--- src/rtl/apb_pkg.sv ---
// Shared types and default sizing for the APB requester and its wait timer.
package apb_pkg;

  localparam int APB_DATA_WIDTH = 32;
  localparam int APB_ADDR_WIDTH = 16;
  localparam int APB_TIMEOUT    = 255;
  localparam int APB_STRB_WIDTH = APB_DATA_WIDTH / 8;

  // Wide enough to hold the value TIMEOUT itself.
  function automatic int apb_cnt_width(input int timeout);
    return $clog2(timeout + 1);
  endfunction

  localparam int APB_CNT_WIDTH = apb_cnt_width(APB_TIMEOUT);

  typedef enum logic [1:0] {
    IDLE,
    SETUP,
    ACCESS,
    RESP
  } apb_state_e;

  typedef struct packed {
    logic [APB_DATA_WIDTH-1:0] rdata;
    logic                      err;
    logic                      timeout;
  } apb_rsp_t;

endpackage

--- src/rtl/apb_wait_timer.sv ---
// Saturating ACCESS wait counter; expired marks the wait cycle that brings the count to TIMEOUT.
module apb_wait_timer
  import apb_pkg::*;
#(
  parameter int TIMEOUT = APB_TIMEOUT,
  parameter int CNT_W   = apb_cnt_width(TIMEOUT)
) (
  input  logic clk,
  input  logic rst,
  input  logic clear,
  input  logic enable,
  output logic expired
);

  localparam logic [CNT_W-1:0] LIMIT = CNT_W'(TIMEOUT);
  localparam logic [CNT_W-1:0] LAST  = CNT_W'(TIMEOUT - 1);

  logic [CNT_W-1:0] count_reg;

  always_ff @(posedge clk) begin
    if (rst || clear) begin
      count_reg <= '0;
    end else if (enable && (count_reg != LIMIT)) begin
      count_reg <= count_reg + CNT_W'(1);
    end
  end

  assign expired = enable && (count_reg >= LAST);

endmodule

--- src/rtl/apb_master.sv ---
// APB4 requester: one command in, one SETUP/ACCESS transfer out, one response back.
module apb_master
  import apb_pkg::*;
#(
  parameter int DATA_WIDTH = APB_DATA_WIDTH,
  parameter int ADDR_WIDTH = APB_ADDR_WIDTH,
  parameter int TIMEOUT    = APB_TIMEOUT
) (
  input  logic                    clk,
  input  logic                    rst,
  input  logic                    cmd_valid,
  output logic                    cmd_ready,
  input  logic                    cmd_write,
  input  logic [ADDR_WIDTH-1:0]   cmd_addr,
  input  logic [DATA_WIDTH-1:0]   cmd_wdata,
  input  logic [DATA_WIDTH/8-1:0] cmd_strb,
  output logic                    rsp_valid,
  input  logic                    rsp_ready,
  output logic [DATA_WIDTH-1:0]   rsp_rdata,
  output logic                    rsp_err,
  output logic                    rsp_timeout,
  output logic                    psel,
  output logic                    penable,
  output logic                    pwrite,
  output logic [ADDR_WIDTH-1:0]   paddr,
  output logic [DATA_WIDTH-1:0]   pwdata,
  output logic [DATA_WIDTH/8-1:0] pstrb,
  input  logic                    pready,
  input  logic [DATA_WIDTH-1:0]   prdata,
  input  logic                    pslverr
);

  localparam int STRB_W = DATA_WIDTH / 8;
  localparam logic [ADDR_WIDTH-1:0] ALIGN_MASK = ADDR_WIDTH'(STRB_W - 1);

  apb_state_e              state_reg;
  logic                    cmd_ready_reg;
  logic                    psel_reg;
  logic                    penable_reg;
  logic                    pwrite_reg;
  logic [ADDR_WIDTH-1:0]   paddr_reg;
  logic [DATA_WIDTH-1:0]   pwdata_reg;
  logic [STRB_W-1:0]       pstrb_reg;
  logic                    rsp_valid_reg;
  apb_rsp_t                rsp_reg;

  logic misaligned;
  logic timer_clear;
  logic timer_enable;
  logic timer_expired;

  assign misaligned   = |(cmd_addr & ALIGN_MASK);
  assign timer_clear  = (state_reg == IDLE);
  assign timer_enable = (state_reg == ACCESS) && !pready;

  apb_wait_timer #(
    .TIMEOUT(TIMEOUT)
  ) u_wait_timer (
    .clk     (clk),
    .rst     (rst),
    .clear   (timer_clear),
    .enable  (timer_enable),
    .expired (timer_expired)
  );

  always_ff @(posedge clk) begin
    if (rst) begin
      state_reg     <= IDLE;
      cmd_ready_reg <= 1'b1;
      psel_reg      <= 1'b0;
      penable_reg   <= 1'b0;
      pwrite_reg    <= 1'b0;
      paddr_reg     <= '0;
      pwdata_reg    <= '0;
      pstrb_reg     <= '0;
      rsp_valid_reg <= 1'b0;
      rsp_reg       <= '0;
    end else begin
      case (state_reg)
        IDLE: begin
          if (cmd_valid) begin
            cmd_ready_reg <= 1'b0;
            if (misaligned) begin
              // Rejected locally: the bus never sees this command.
              rsp_reg       <= '{rdata: '0, err: 1'b1, timeout: 1'b0};
              rsp_valid_reg <= 1'b1;
              state_reg     <= RESP;
            end else begin
              pwrite_reg <= cmd_write;
              paddr_reg  <= cmd_addr;
              pwdata_reg <= cmd_wdata;
              pstrb_reg  <= cmd_write ? cmd_strb : '0;
              psel_reg   <= 1'b1;
              state_reg  <= SETUP;
            end
          end
        end
        SETUP: begin
          penable_reg <= 1'b1;
          state_reg   <= ACCESS;
        end
        ACCESS: begin
          // pready is checked first so a completion on the last allowed cycle still succeeds.
          if (pready) begin
            psel_reg      <= 1'b0;
            penable_reg   <= 1'b0;
            rsp_reg.rdata <= (pwrite_reg || pslverr) ? '0 : prdata;
            rsp_reg.err   <= pslverr;
            rsp_reg.timeout <= 1'b0;
            rsp_valid_reg <= 1'b1;
            state_reg     <= RESP;
          end else if (timer_expired) begin
            psel_reg      <= 1'b0;
            penable_reg   <= 1'b0;
            rsp_reg       <= '{rdata: '0, err: 1'b1, timeout: 1'b1};
            rsp_valid_reg <= 1'b1;
            state_reg     <= RESP;
          end
        end
        RESP: begin
          if (rsp_ready) begin
            rsp_valid_reg <= 1'b0;
            cmd_ready_reg <= 1'b1;
            state_reg     <= IDLE;
          end
        end
        default: state_reg <= IDLE;
      endcase
    end
  end

  assign cmd_ready   = cmd_ready_reg;
  assign psel        = psel_reg;
  assign penable     = penable_reg;
  assign pwrite      = pwrite_reg;
  assign paddr       = paddr_reg;
  assign pwdata      = pwdata_reg;
  assign pstrb       = pstrb_reg;
  assign rsp_valid   = rsp_valid_reg;
  assign rsp_rdata   = rsp_reg.rdata;
  assign rsp_err     = rsp_reg.err;
  assign rsp_timeout = rsp_reg.timeout;

endmodule

--- config.mk ---
export PLATFORM = sky130hd
export DESIGN_NAME = apb_master
export DESIGN_NICKNAME = d
export VERILOG_FILES = /design/src/rtl/apb_pkg.sv /design/src/rtl/apb_wait_timer.sv /design/src/rtl/apb_master.sv
export SDC_FILE = /design/constraint.sdc
export NUM_CORES = 1
export LEC_CHECK = 0
export CELL_PAD_IN_SITES_DETAIL_PLACEMENT = 1
export CELL_PAD_IN_SITES_GLOBAL_PLACEMENT = 1
export CORE_AREA = 2 2 146 91
export CTS_BUF_LIST = sky130_fd_sc_hd__clkbuf_4 sky130_fd_sc_hd__clkbuf_8
export CTS_CLUSTER_DIAMETER = 80
export DETAILED_ROUTE_END_ITERATION = 6
export DIE_AREA = 0 0 148 93
export PLACE_DENSITY_LB_ADDON = 0.1
export REMOVE_ABC_BUFFERS = 1
export SYNTH_ARGS = -nofsm -noshare
export SYNTH_HDL_FRONTEND = slang
export SYNTH_HIERARCHICAL = 1
export SYNTH_SLANG_ARGS = --single-unit
--- constraint.sdc ---
create_clock -name clk -period 6.1 [get_ports clk]
set_clock_uncertainty 0.2 [all_clocks]
set_input_delay 0.915 -clock clk [delete_from_list [all_inputs] [get_ports clk]]
set_output_delay 0.915 -clock clk [all_outputs]
set_load 0.05 [all_outputs]
==> flow_metrics.env <==
export IMPL_synth_edff_count=0
export IMPL_clock_sinks=101
export IMPL_layout_nets=739
export IMPL_clk_pin_slew_ns=0.09
export IMPL_rsz0062_at_grt="false"
export IMPL_rows=32
export IMPL_core_area_um2=12500
export IMPL_yosysSeqAreaShare_pct=50.4
export IMPL_finalWirelength_um=12300
export IMPL_power_total_mw=1.79
export IMPL_synth_seq_cells=101
export IMPL_initial_core_util_pct=32.1
export IMPL_gp_congestion=0.767
export IMPL_multiInputGateArea_um2=1810
export IMPL_ioPinCount=182
export IMPL_finalHoldViolations=0
export IMPL_pwr_density_cell_nw_per_um2=294
export IMPL_vdd_drop_max_mv=0.119
export IMPL_utilization_pct=48.8
export IMPL_ant_nets=0
export IMPL_critPathMaxStageDelay_ns=0.68
export IMPL_holdPathStages=2
export IMPL_required_ns=6.19
export IMPL_end_kind="register"
export IMPL_drc=0
export IMPL_period_share_pct=64.7
export IMPL_use_met3_pct=8.00
export IMPL_path_class="in -> reg"
export IMPL_synth_area_um2=4010
export IMPL_grt_max_degree=54
export IMPL_yosysMostFrequentCell="nand2_1"
export IMPL_antenna_found_initial=0
export IMPL_r2r_cells=11
export IMPL_post_drt_wl_per_cell_um=15.1
export IMPL_die_y_um=93
export IMPL_ys_types=48
export IMPL_fmax_ghz=0.253
export IMPL_grt_pass1_wl_um=20200
export IMPL_synthArstFlopShare_pct=0
export IMPL_cts_resized=0
export IMPL_top_usage_layer="met2"
export IMPL_drtPass1Iterations=4
export IMPL_rr_endpoint="rsp_err"
export IMPL_synthTopCellsByArea="dfxtp_1 (50%), nand2_1 (10%), a21oi_1 (6.9%), nand3_1 (5.2%), nand2b_1 (5.1%)"
export IMPL_cp_top_family="simple AND/OR/NAND/NOR gates"
export IMPL_grt_overflow_total=0
export IMPL_path_buf_inv=2
export IMPL_synthCells=477
export IMPL_p_leak_nw=2.05
export IMPL_port_buffer_count=181
export IMPL_yosys_warnings=6
export IMPL_vias=3848
export IMPL_htreeDepth=3
export IMPL_slew_headroom_pct=28.7
export IMPL_use_met1_pct=21.6
export IMPL_synth_ff_type="dfxtp_1"
export IMPL_min_to="pwdata[0]"
export IMPL_die_w_um=148
export IMPL_fin_crit_ns=3.95
export IMPL_numCtsBuffers=9
export IMPL_crit_fanout=53
export IMPL_start_kind="input pin"
export IMPL_cts_root_buf="clkbuf_8"
export IMPL_fill_cells=1472
export IMPL_grt_util_met2_pct=30.9
export IMPL_reg2reg_from="state_reg[0]"
export IMPL_drtIter0Drc=123
export IMPL_hpwlAfterDp_um=8900
export IMPL_cp_slowest_cell="a2111oi_4"
export IMPL_outcome="finished, final reports clean"
export IMPL_cts_tree="yes"
export IMPL_grt_pass1_vias=4048
export IMPL_slew_viol_final=0
export IMPL_worst_slew_pin_slew_ns=1.07
export IMPL_ctsLongestPathBuffers=2
export IMPL_tns_ns=0
export IMPL_arrival_ns=4.04
export IMPL_dieArea_um2=13800
export IMPL_hold_ws_ns=0.256
export IMPL_vias_per_cell=4.72
export IMPL_holdBufCountCts=0
export IMPL_grtUsageTotal_pct=18.4
export IMPL_diodes=0
export IMPL_rrSetupSlack_ns=2.41
export IMPL_cp_cell_sequence="clkdlybuf4s50_1 -> nor2_1 -> nand3_2 -> nor3_1 -> nor3b_4 -> a2111oi_4 -> buf_4 -> nor2_1 -> nor3_1"
export IMPL_netlist_area_leader_share_pct=50.4
export IMPL_cts_setup_buffers=0
export IMPL_holdCritPathClass="reg -> reg"
export IMPL_clock_latency_ns=0.36
export IMPL_yosysTopAreaCell="dfxtp_1"
export IMPL_maxCapViolations=0
export IMPL_ff_latch_area_um2=2020
export IMPL_syn_area_per_cell_um2=8.41
export IMPL_syn2layout_area_growth_pct=52.2
export IMPL_hp_start="pwdata[0]"
export IMPL_synth_common_cells="nand2_1 (107), dfxtp_1 (101), a21oi_1 (55)"
export IMPL_setup_viol=0
export IMPL_final_layout_size_suffix_gt1_share_pct=5.11
==> area by class of cell <==
class,count,share of cell area [%]
flip-flops and latches,101,33.1
repair buffers,185,30.1
multi-input cells,338,29.6
well taps,170,3.49
clock buffers,11,2.28
clock inverters,5,0.984
inverters,6,0.369
==> how the worst max path moves through the flow <==
stage	slack, ns	cells after the start	startpoint	end
global placement	1.91	9	pready	rsp_err
floorplan	1.96	6	pready	rsp_rdata[0]
global route	1.80	9	pready	rsp_err
detailed placement	1.73	9	pready	rsp_err
finish	2.15	9	pready	rsp_err
CTS	2.11	9	pready	rsp_err
==> worst reg2reg max path, cell delays in order (launching register included) <==
cell	delay, ns
dfxtp_1	0.35
inv_1	0.11
ha_1	0.28
inv_1	0.13
nor2_1	0.33
nand3_2	0.18
nor3_1	0.44
nor3b_4	0.12
a2111oi_4	0.68
buf_4	0.54
nor2_1	0.08
nor3_1	0.18
==> cell usage in the layout, fill, tap and decap left out, types with 2 or more instances in the layout <==
cell type        Yosys  routed
and3_2               1       2
a21oi_1             55      55
o21ai_0             17      17
a2111oi_0            2       2
clkbuf_4             0       2
clkbuf_8             0       9
mux2i_1              4       4
buf_4                1       4
nand3_1             42      41
nor2_1              12      12
nor3_1               8       8
clkdlybuf4s50_1      0     180
nor3b_1              2       2
ha_1                 7       7
dfxtp_1            101     101
nand2b_1            33      33
nand3_2              1       2
o21ai_1             20      20
nand2_1            107     107
inv_1                6       6
==> where the power goes <==
part / leakage [nW] / internal [mW] / switching (mW)
Sequential: 0.817 / 0.708 / 0.0304
Clock: 0.101 / 0.201 / 0.232
Combinational: 1.14 / 0.219 / 0.404
Total: 2.05 / 1.13 / 0.667
==> stage by stage <==
| step | instance area [um^2] | setup slack, ns | cells |
|---|---|---|---|
| global placement | 5900 | 1.91 | 800 |
| floorplan | 3840 | 1.96 | 445 |
| finish | 6100 | 2.15 | 816 |
| global route | 6100 | 1.80 | 816 |
| CTS | 6100 | 2.11 | 816 |
| detailed placement | 5900 | 1.73 | 800 |
==> metal layers <==
layer	wire [um]	share of wire (%)	up-vias
li1	-	-	1931
met1	5250	43	1805
met2	5840	47	96
met3	1110	8.9	16
met4	150	1.2	0
met5	0	0	-
==> cells by family after synthesis <==
family	synth area share (%)
compound gates	14.5
xor+xnor	0.218
fa+ha+maj	2.18
buf+inv	4.84
simple gates	26.8
flops	50.4
mux	0.998
(Power assumes the default switching activity.)
